--- src/rtl/noc_pkg.sv ---
// Shared NoC definitions: address fields,
// port indices and routing helpers.
package noc_pkg;

  localparam int NUM_PORTS  = 5;
  localparam int NUM_LEAVES = 4;
  localparam int PORT_LEAF0 = 0;
  localparam int PORT_LEAF1 = 1;
  localparam int PORT_LEAF2 = 2;
  localparam int PORT_LEAF3 = 3;
  localparam int PORT_UP    = 4;

  localparam int ADDR_W    = 6;
  localparam int GROUP_MSB = 5;
  localparam int GROUP_LSB = 2;
  localparam int LEAF_MSB  = 1;
  localparam int LEAF_LSB  = 0;

  localparam int DROP_CNT_W = 8;

  typedef logic [ADDR_W-1:0] addr_t;
  typedef logic [2:0]        port_t;

  // Output port a destination address resolves to.
  function automatic port_t route(addr_t dest, logic [3:0] gid);
    if (dest[GROUP_MSB:GROUP_LSB] == gid)
      return port_t'(dest[LEAF_MSB:LEAF_LSB]);
    return port_t'(PORT_UP);
  endfunction

  // Next port index, wrapping after the uplink.
  function automatic port_t port_inc(port_t p);
    if (p == port_t'(NUM_PORTS - 1))
      return '0;
    return p + 3'd1;
  endfunction

endpackage

--- src/rtl/spine_switch_if.sv ---
// Spine switch bus: leaf/uplink ingress and
// egress plus status.
interface spine_switch_if
  import noc_pkg::*;
#(
  parameter int DWIDTH = 16
);

  logic                         arb_enable;
  logic [NUM_LEAVES*DWIDTH-1:0] leaf_in_data;
  logic [NUM_LEAVES-1:0]        leaf_in_valid;
  logic [NUM_LEAVES*ADDR_W-1:0] leaf_in_dest_addr;
  logic [NUM_LEAVES*DWIDTH-1:0] leaf_out_data;
  logic [NUM_LEAVES-1:0]        leaf_out_valid;
  logic [NUM_LEAVES*ADDR_W-1:0] leaf_out_dest_addr;
  logic [DWIDTH-1:0]            up_in_data;
  logic                         up_in_valid;
  addr_t                        up_in_dest_addr;
  logic [DWIDTH-1:0]            up_out_data;
  logic                         up_out_valid;
  addr_t                        up_out_dest_addr;
  logic [NUM_PORTS-1:0]         fifo_full;
  logic [NUM_PORTS-1:0]         fifo_empty;
  logic [DROP_CNT_W-1:0]        drop_count;
  logic                         busy;

  modport master (
    output arb_enable,
    output leaf_in_data, leaf_in_valid,
    output leaf_in_dest_addr,
    output up_in_data, up_in_valid,
    output up_in_dest_addr,
    input  leaf_out_data, leaf_out_valid,
    input  leaf_out_dest_addr,
    input  up_out_data, up_out_valid,
    input  up_out_dest_addr,
    input  fifo_full, fifo_empty,
    input  drop_count, busy
  );

  modport slave (
    input  arb_enable,
    input  leaf_in_data, leaf_in_valid,
    input  leaf_in_dest_addr,
    input  up_in_data, up_in_valid,
    input  up_in_dest_addr,
    output leaf_out_data, leaf_out_valid,
    output leaf_out_dest_addr,
    output up_out_data, up_out_valid,
    output up_out_dest_addr,
    output fifo_full, fifo_empty,
    output drop_count, busy
  );

endinterface

--- src/rtl/noc_sync_fifo.sv ---
// Input FIFO; head_ready flags a head that
// has been buffered for at least one cycle.
module noc_sync_fifo #(
  parameter int WIDTH = 22,
  parameter int DEPTH = 4
) (
  input  logic             clk,
  input  logic             reset,
  input  logic             push,
  input  logic             pop,
  input  logic [WIDTH-1:0] push_data,
  output logic [WIDTH-1:0] head_data,
  output logic             full,
  output logic             empty,
  output logic             head_ready
);

  localparam int AW = $clog2(DEPTH);
  localparam int CW = $clog2(DEPTH) + 1;

  logic [WIDTH-1:0] mem [DEPTH];
  logic [AW-1:0]    rd_ptr;
  logic [AW-1:0]    wr_ptr;
  logic [CW-1:0]    count;
  logic [CW-1:0]    aged;
  logic             do_push;
  logic             do_pop;

  assign full       = (count == CW'(DEPTH));
  assign empty      = (count == '0);
  assign do_push    = push && !full;
  assign do_pop     = pop && !empty;
  assign head_data  = mem[rd_ptr];
  assign head_ready = (aged != '0);

  // Storage write; contents need no reset.
  always_ff @(posedge clk) begin
    if (do_push)
      mem[wr_ptr] <= push_data;
  end

  // Pointers, occupancy and aged-entry count.
  always_ff @(posedge clk) begin
    if (reset) begin
      rd_ptr <= '0;
      wr_ptr <= '0;
      count  <= '0;
      aged   <= '0;
    end else begin
      if (do_push)
        wr_ptr <= wr_ptr + AW'(1);
      if (do_pop)
        rd_ptr <= rd_ptr + AW'(1);
      count <= count + CW'(do_push) - CW'(do_pop);
      aged  <= count - CW'(do_pop);
    end
  end

endmodule

--- src/rtl/spine_switch.sv ---
// Spine switch: 5 buffered inputs, per-output
// round-robin arbitration, registered outputs.
module spine_switch
  import noc_pkg::*;
#(
  parameter int         DWIDTH     = 16,
  parameter int         FIFO_DEPTH = 4,
  parameter logic [3:0] GROUP_ID   = 4'b0001
) (
  input  logic           clk,
  input  logic           reset,
  spine_switch_if.slave  bus
);

  localparam int EW = ADDR_W + DWIDTH;
  localparam int SW = DROP_CNT_W + 1;

  logic [NUM_PORTS-1:0]           in_valid;
  logic [NUM_PORTS-1:0][EW-1:0]   in_ent;
  logic [NUM_PORTS-1:0]           misroute;
  logic [NUM_PORTS-1:0]           push;
  logic [NUM_PORTS-1:0]           drop;
  logic [NUM_PORTS-1:0]           pop;
  logic [NUM_PORTS-1:0]           full;
  logic [NUM_PORTS-1:0]           empty;
  logic [NUM_PORTS-1:0]           ready;
  logic [NUM_PORTS-1:0][EW-1:0]   head;
  port_t [NUM_PORTS-1:0]          tgt;
  logic [NUM_PORTS-1:0][NUM_PORTS-1:0] req;
  logic [NUM_PORTS-1:0][NUM_PORTS-1:0] gnt;
  logic [NUM_PORTS-1:0]           any_gnt;
  port_t [NUM_PORTS-1:0]          gsel;
  port_t                          idx;
  port_t [NUM_PORTS-1:0]          ptr;
  logic [NUM_PORTS-1:0]           out_valid;
  logic [NUM_PORTS-1:0][EW-1:0]   out_ent;
  logic [DROP_CNT_W-1:0]          drop_count;
  logic [2:0]                     drop_n;
  logic [SW-1:0]                  drop_sum;

  // Gather inputs; filter misroutes and full FIFOs.
  always_comb begin
    for (int p = 0; p < NUM_LEAVES; p++) begin
      in_valid[p] = bus.leaf_in_valid[p];
      in_ent[p]   = {bus.leaf_in_dest_addr[p*ADDR_W +: ADDR_W],
                     bus.leaf_in_data[p*DWIDTH +: DWIDTH]};
    end
    in_valid[PORT_UP] = bus.up_in_valid;
    in_ent[PORT_UP]   = {bus.up_in_dest_addr, bus.up_in_data};
    misroute          = '0;
    misroute[PORT_UP] = bus.up_in_valid &&
      (bus.up_in_dest_addr[GROUP_MSB:GROUP_LSB] != GROUP_ID);
    push = in_valid & ~misroute & ~full;
    drop = in_valid & (misroute | full);
  end

  for (genvar p = 0; p < NUM_PORTS; p++) begin : g_fifo
    noc_sync_fifo #(
      .WIDTH (EW),
      .DEPTH (FIFO_DEPTH)
    ) u_fifo (
      .clk        (clk),
      .reset      (reset),
      .push       (push[p]),
      .pop        (pop[p]),
      .push_data  (in_ent[p]),
      .head_data  (head[p]),
      .full       (full[p]),
      .empty      (empty[p]),
      .head_ready (ready[p])
    );
  end

  // Round-robin pick per output from its pointer.
  always_comb begin
    req     = '0;
    gnt     = '0;
    any_gnt = '0;
    gsel    = '0;
    pop     = '0;
    idx     = '0;
    for (int p = 0; p < NUM_PORTS; p++)
      tgt[p] = route(head[p][EW-1 -: ADDR_W], GROUP_ID);
    for (int o = 0; o < NUM_PORTS; o++)
      for (int p = 0; p < NUM_PORTS; p++)
        req[o][p] = bus.arb_enable && ready[p] &&
                    (tgt[p] == port_t'(o));
    for (int o = 0; o < NUM_PORTS; o++) begin
      idx = ptr[o];
      for (int k = 0; k < NUM_PORTS; k++) begin
        if (!any_gnt[o] && req[o][idx]) begin
          gnt[o][idx] = 1'b1;
          any_gnt[o]  = 1'b1;
          gsel[o]     = idx;
        end
        idx = port_inc(idx);
      end
      pop = pop | gnt[o];
    end
  end

  // Sum this cycle's drops for the counter.
  always_comb begin
    drop_n = '0;
    for (int p = 0; p < NUM_PORTS; p++)
      drop_n = drop_n + 3'(drop[p]);
    drop_sum = {1'b0, drop_count} + SW'(drop_n);
  end

  // Output registers, pointers, drop counter.
  always_ff @(posedge clk) begin
    if (reset) begin
      ptr        <= '0;
      out_valid  <= '0;
      out_ent    <= '0;
      drop_count <= '0;
    end else begin
      out_valid <= any_gnt;
      for (int o = 0; o < NUM_PORTS; o++) begin
        if (any_gnt[o]) begin
          out_ent[o] <= head[gsel[o]];
          ptr[o]     <= port_inc(gsel[o]);
        end
      end
      if (drop_sum[SW-1])
        drop_count <= '1;
      else
        drop_count <= drop_sum[DROP_CNT_W-1:0];
    end
  end

  // Fan registered outputs and status to the bus.
  always_comb begin
    for (int i = 0; i < NUM_LEAVES; i++) begin
      bus.leaf_out_valid[i] = out_valid[i];
      bus.leaf_out_data[i*DWIDTH +: DWIDTH] =
        out_ent[i][DWIDTH-1:0];
      bus.leaf_out_dest_addr[i*ADDR_W +: ADDR_W] =
        out_ent[i][EW-1 -: ADDR_W];
    end
    bus.up_out_valid     = out_valid[PORT_UP];
    bus.up_out_data      = out_ent[PORT_UP][DWIDTH-1:0];
    bus.up_out_dest_addr = out_ent[PORT_UP][EW-1 -: ADDR_W];
    bus.fifo_full        = full;
    bus.fifo_empty       = empty;
    bus.drop_count       = drop_count;
    bus.busy             = (|(~empty)) || (|out_valid);
  end

endmodule

--- src/flat_wrapper.sv ---
// flat-port wrapper written by rule: the top's interface ports become plain ports
module spine_switch_flat import noc_pkg::*;
#(
  parameter int         DWIDTH     = 16,
  parameter int         FIFO_DEPTH = 4,
  parameter logic [3:0] GROUP_ID   = 4'b0001
)
  (clk, reset, bus_arb_enable, bus_leaf_in_data, bus_leaf_in_valid, bus_leaf_in_dest_addr, bus_up_in_data, bus_up_in_valid, bus_up_in_dest_addr, bus_leaf_out_data, bus_leaf_out_valid, bus_leaf_out_dest_addr, bus_up_out_data, bus_up_out_valid, bus_up_out_dest_addr, bus_fifo_full, bus_fifo_empty, bus_drop_count, bus_busy);
  spine_switch_if #(.DWIDTH(DWIDTH)) bus_i ();
  input  logic clk;
  input  logic reset;
  input wire logic [$bits(bus_i.arb_enable)-1:0] bus_arb_enable;
  input wire logic [$bits(bus_i.leaf_in_data)-1:0] bus_leaf_in_data;
  input wire logic [$bits(bus_i.leaf_in_valid)-1:0] bus_leaf_in_valid;
  input wire logic [$bits(bus_i.leaf_in_dest_addr)-1:0] bus_leaf_in_dest_addr;
  input wire logic [$bits(bus_i.up_in_data)-1:0] bus_up_in_data;
  input wire logic [$bits(bus_i.up_in_valid)-1:0] bus_up_in_valid;
  input wire logic [$bits(bus_i.up_in_dest_addr)-1:0] bus_up_in_dest_addr;
  output wire logic [$bits(bus_i.leaf_out_data)-1:0] bus_leaf_out_data;
  output wire logic [$bits(bus_i.leaf_out_valid)-1:0] bus_leaf_out_valid;
  output wire logic [$bits(bus_i.leaf_out_dest_addr)-1:0] bus_leaf_out_dest_addr;
  output wire logic [$bits(bus_i.up_out_data)-1:0] bus_up_out_data;
  output wire logic [$bits(bus_i.up_out_valid)-1:0] bus_up_out_valid;
  output wire logic [$bits(bus_i.up_out_dest_addr)-1:0] bus_up_out_dest_addr;
  output wire logic [$bits(bus_i.fifo_full)-1:0] bus_fifo_full;
  output wire logic [$bits(bus_i.fifo_empty)-1:0] bus_fifo_empty;
  output wire logic [$bits(bus_i.drop_count)-1:0] bus_drop_count;
  output wire logic [$bits(bus_i.busy)-1:0] bus_busy;
  assign bus_i.arb_enable = bus_arb_enable;
  assign bus_i.leaf_in_data = bus_leaf_in_data;
  assign bus_i.leaf_in_valid = bus_leaf_in_valid;
  assign bus_i.leaf_in_dest_addr = bus_leaf_in_dest_addr;
  assign bus_i.up_in_data = bus_up_in_data;
  assign bus_i.up_in_valid = bus_up_in_valid;
  assign bus_i.up_in_dest_addr = bus_up_in_dest_addr;
  assign bus_leaf_out_data = bus_i.leaf_out_data;
  assign bus_leaf_out_valid = bus_i.leaf_out_valid;
  assign bus_leaf_out_dest_addr = bus_i.leaf_out_dest_addr;
  assign bus_up_out_data = bus_i.up_out_data;
  assign bus_up_out_valid = bus_i.up_out_valid;
  assign bus_up_out_dest_addr = bus_i.up_out_dest_addr;
  assign bus_fifo_full = bus_i.fifo_full;
  assign bus_fifo_empty = bus_i.fifo_empty;
  assign bus_drop_count = bus_i.drop_count;
  assign bus_busy = bus_i.busy;
  spine_switch #(.DWIDTH(DWIDTH), .FIFO_DEPTH(FIFO_DEPTH), .GROUP_ID(GROUP_ID)) u_core (.clk(clk), .reset(reset), .bus(bus_i));
endmodule
--- config.mk ---
export PLATFORM = sky130hd
export DESIGN_NAME = spine_switch_flat
export DESIGN_NICKNAME = d
export VERILOG_FILES = /design/src/rtl/noc_pkg.sv /design/src/rtl/spine_switch_if.sv /design/src/rtl/noc_sync_fifo.sv /design/src/rtl/spine_switch.sv /design/src/flat_wrapper.sv
export SDC_FILE = /design/constraint.sdc
export NUM_CORES = 1
export LEC_CHECK = 0
export CAP_MARGIN = 20
export CORE_MARGIN = 4
export CORE_UTILIZATION = 35
export DETAILED_ROUTE_END_ITERATION = 12
export DONT_BUFFER_PORTS = 1
export GPL_TIMING_DRIVEN = 1
export PLACE_DENSITY = 0.51
export REMOVE_ABC_BUFFERS = 1
export SYNTH_ARGS = -nofsm -noshare
export SYNTH_HDL_FRONTEND = slang
export SYNTH_SLANG_ARGS = --single-unit
--- constraint.sdc ---
create_clock -name clk -period 7.3 [get_ports clk]
set_input_delay 1.095 -clock clk [delete_from_list [all_inputs] [get_ports clk]]
set_output_delay 1.095 -clock clk [all_outputs]
set_load 0.02 [all_outputs]
==> results.json <==
{
  "port_buffers": 0,
  "cts.reportedPaths.clkPinSlew_ns": 0.07,
  "crit_end": "u_core.g_fifo[0].u_fifo.count[2]",
  "met3WireLength_um": 9990,
  "fp.dieH_um": 313,
  "maxUsedRoutingLayer": "met4",
  "total_leakage_power_nw": 13.1,
  "worstHoldPathType": "reg2reg",
  "cts_sinks": 638,
  "avgSynthCellArea_sq_um": 11.9,
  "gp_congestion": 0.990,
  "yosysTopAreaCell": "edfxtp_1",
  "critPathKind": "reg2reg",
  "grt_max_degree": 147,
  "cp_max_fo": 11,
  "dp.cells": 3944,
  "setup_viol": 0,
  "die-area_sq_um": 98100,
  "fill_cells": 8666,
  "via_per_inst": 5.86,
  "r2r_end": "u_core.g_fifo[0].u_fifo.count[2]",
  "syn-cell-area_sq_um": 32600,
  "yosysWarnings": 0,
  "wl_per_cell_um": 28.7,
  "syn2layout_area_growth_pct": 13.6,
  "layout_common_cells": "edfxtp_1, nor2_1, dfxtp_1",
  "num_io_pins": 252,
  "endpoint_kind": "flop",
  "slew_headroom_pct": 30.5,
  "crit_path_start_kind": "flop",
  "p_per_area_nw_per_um2": 545,
  "final_common_cell": "edfxtp_1",
  "synthTopCellsByArea": "edfxtp_1, dfxtp_1, mux4_2, mux2i_1, ha_1",
  "wl_met2_um": 54800,
  "final_area_sq_um": 37100,
  "max_cap_viol_count": 0,
  "initial_core_util_pct": 35.4,
  "grt_pass1_wl_um": 168000,
  "drt_first_pass_iters": 5,
  "htree_levels": 3,
  "core_sq_um": 92100,
  "synthDistinctLibCells": 98,
  "synth-edff-count": 440,
  "max_freq_mhz": 149,
  "r2r_slack_ns": 0.57,
  "wirelength_um": 117000,
  "drive_above_1_share_pct": 16.8,
  "timing.final.crit_share_pct": 92.1,
  "outcome": "completed",
  "hpwl_um": 85700,
  "antenna_found_initial": 5,
  "final_core_util_pct": 40.3,
  "fin_cells": 4079,
  "synth_top_area_share_pct": 40.5,
  "tritoncts": "done",
  "cts_inserted_buffers": 72,
  "cts_setup_buffers": 0,
  "synth-seq-area-share_pct": 52.7,
  "drt-met1-wl_um": 46100,
  "dieWidth_um": 313,
  "period_minus_slack_ns": 6.73,
  "rows": 111,
  "drc_errors": 0,
  "ys.flop_type": "edfxtp_1",
  "drv_slew": 0,
  "peakVddDrop_mv": 0.574,
  "fin_nets": 2976,
  "r2r-start": "u_core.ptr[9]",
  "worst_pin_slew_ns": 1.04,
  "r2r_cells": 26,
  "dpl_cell_area_sq_um": 34600,
  "hold_viol_final": 0,
  "async_reset_ff_share_pct": 0,
  "gr-total-overflow": 0,
  "clockBufferDepth": 3,
  "worstSetupStartpoint": "u_core.ptr[9]",
  "grtUsageTotal_pct": 23.3,
  "via_count": 23889,
  "cp.arrival_ns": 7.24,
  "grt_pass1_vias": 23700,
  "synth-seq-cells": 638,
  "clk_latency_ns": 0.65,
  "required_ns": 7.82,
  "rsz0062_at_grt": "false",
  "ant_nets": 0,
  "drt_iter0_drc": 2071,
  "skew_ns": 0.0389,
  "synth_cells": 2732,
  "cts_root_buf": "clkbuf_16"
}
==> power by group <==
group	switching, W	internal, W	leakage, nW
Clock	0.00153	0.00215	1.17
Sequential	0.000660	0.00442	5.64
Combinational	0.00721	0.00424	6.29
==> sequential cells by signal, summed over array words and instances, names as in the netlist, 8 cells and up, named ones only <==
signal and count:
u_core.bus.leaf_out_data 64, u_core.bus.drop_count 8, u_core.ptr 15, u_core.bus.up_out_data 16
u_core.g_fifo.u_fifo.count 15, u_core.g_fifo.u_fifo.aged 15, u_core.g_fifo.u_fifo.rd_ptr 10, u_core.g_fifo.u_fifo.mem 440
u_core.bus.leaf_out_dest_addr 24, u_core.g_fifo.u_fifo.wr_ptr 10
==> synthesized netlist by cell type, drive strengths merged (7+ instances only) <==
cell type	count
nor3b	16
and2	35
o22ai	69
nor4	33
o211ai	34
mux4	114
nor2b	33
or2	17
nand4	25
nand4b	8
or3	10
edfxtp	440
a22oi	19
o21ai	126
a21o	15
nor3	96
o21a	12
o221a	23
and3	45
a21boi	10
fa	8
mux2	39
a211oi	20
o21bai	18
nand2b	18
a2111oi	7
or4	14
nand3	45
nor4b	13
mux2i	176
ha	75
nand3b	7
nand2	126
clkbuf	108
inv	91
dfxtp	198
or4b	7
xnor2	38
nor2	234
buf	63
a31oi	21
o31ai	18
a21oi	102
==> critical path, cell delays in order (launching register included) <==
cell	delay, ns
dfxtp_2	0.48
clkinvlp_4	0.27
ha_1	0.32
a21oi_1	0.16
buf_4	0.18
inv_1	0.14
ha_1	0.26
o21ai_0	0.09
a22o_1	0.18
inv_1	0.21
ha_1	0.36
or4_1	0.53
a2111oi_0	0.60
a31oi_1	0.17
nor4b_2	0.24
nand2_1	0.31
o2111ai_1	0.16
nor4_1	0.54
buf_4	0.21
or2_1	0.13
xnor2_1	0.13
ha_1	0.17
inv_1	0.05
fa_1	0.37
xnor2_1	0.17
xnor2_1	0.14
nor2_1	0.06
==> routing by layer <==
| metal | global-route usage, % | up-vias |
|---|---|---|
| met5 | 0 | - |
| met3 | 6.80 | 248 |
| met1 | 28.8 | 12043 |
| met2 | 37.7 | 966 |
| met4 | 10.6 | 0 |
| li1 | - | 10632 |
==> cell type report <==
cell class,instances,area (sq um),share of cell area [%]
Tap cell,1243,1560,4.20
Inverter,97,368,0.992
Timing Repair Buffer,140,1140,3.07
Multi-Input combinational cell,1826,14400,38.9
Sequential cell,638,17200,46.3
Clock inverter,40,477,1.29
Antenna cell,3,7.51,0.0203
Clock buffer,92,1930,5.21
==> worst min path at each step <==
stage	startpoint	end	slack, ns	cells after the start
after detailed placement	u_core.g_fifo[1].u_fifo.wr_ptr[1]	u_core.g_fifo[1].u_fifo.wr_ptr[1]	0.49	2
final	u_core.g_fifo[3].u_fifo.wr_ptr[1]	u_core.g_fifo[3].u_fifo.wr_ptr[1]	0.51	2
after CTS	bus_leaf_in_data[24]	u_core.g_fifo[1].u_fifo.mem[3][8]	0.50	0
after global placement	u_core.g_fifo[1].u_fifo.wr_ptr[1]	u_core.g_fifo[1].u_fifo.wr_ptr[1]	0.48	2
after floorplan	u_core.g_fifo[1].u_fifo.wr_ptr[1]	u_core.g_fifo[1].u_fifo.wr_ptr[1]	0.46	2
after global routing	bus_up_in_data[1]	u_core.g_fifo[4].u_fifo.mem[0][1]	0.50	0
==> kinds of logic after synthesis <==
| kind of cell | after synthesis | share of synthesized area (%) |
|---|---|---|
| compound gates | 581 | 12.2 |
| xor+xnor | 41 | 1.10 |
| fa+ha+maj | 83 | 3.37 |
| buf+inv | 268 | 3.43 |
| flops | 638 | 52.7 |
| mux | 329 | 14.7 |
| simple gates | 792 | 12.5 |
==> stage by stage <==
stage / total power (W) / setup slack (ns) / TNS (ns) / hold slack, ns
floorplan: 0.0120 / -0.160 / -0.356 / 0.463
global placement: 0.0163 / 0.222 / 0 / 0.484
detailed placement: 0.0164 / 0.0223 / 0 / 0.492
CTS: 0.0202 / 0.0129 / 0 / 0.496
global route: 0.0213 / 0.174 / 0 / 0.500
finish: 0.0202 / 0.574 / 0 / 0.507
==> repair_timing <==
item,CTS,global route
endpoints found under the setup margin,0,8
hold buffers,0,0
resized for setup,0,4
No activity file was read; power rests on OpenSTA's default activity.
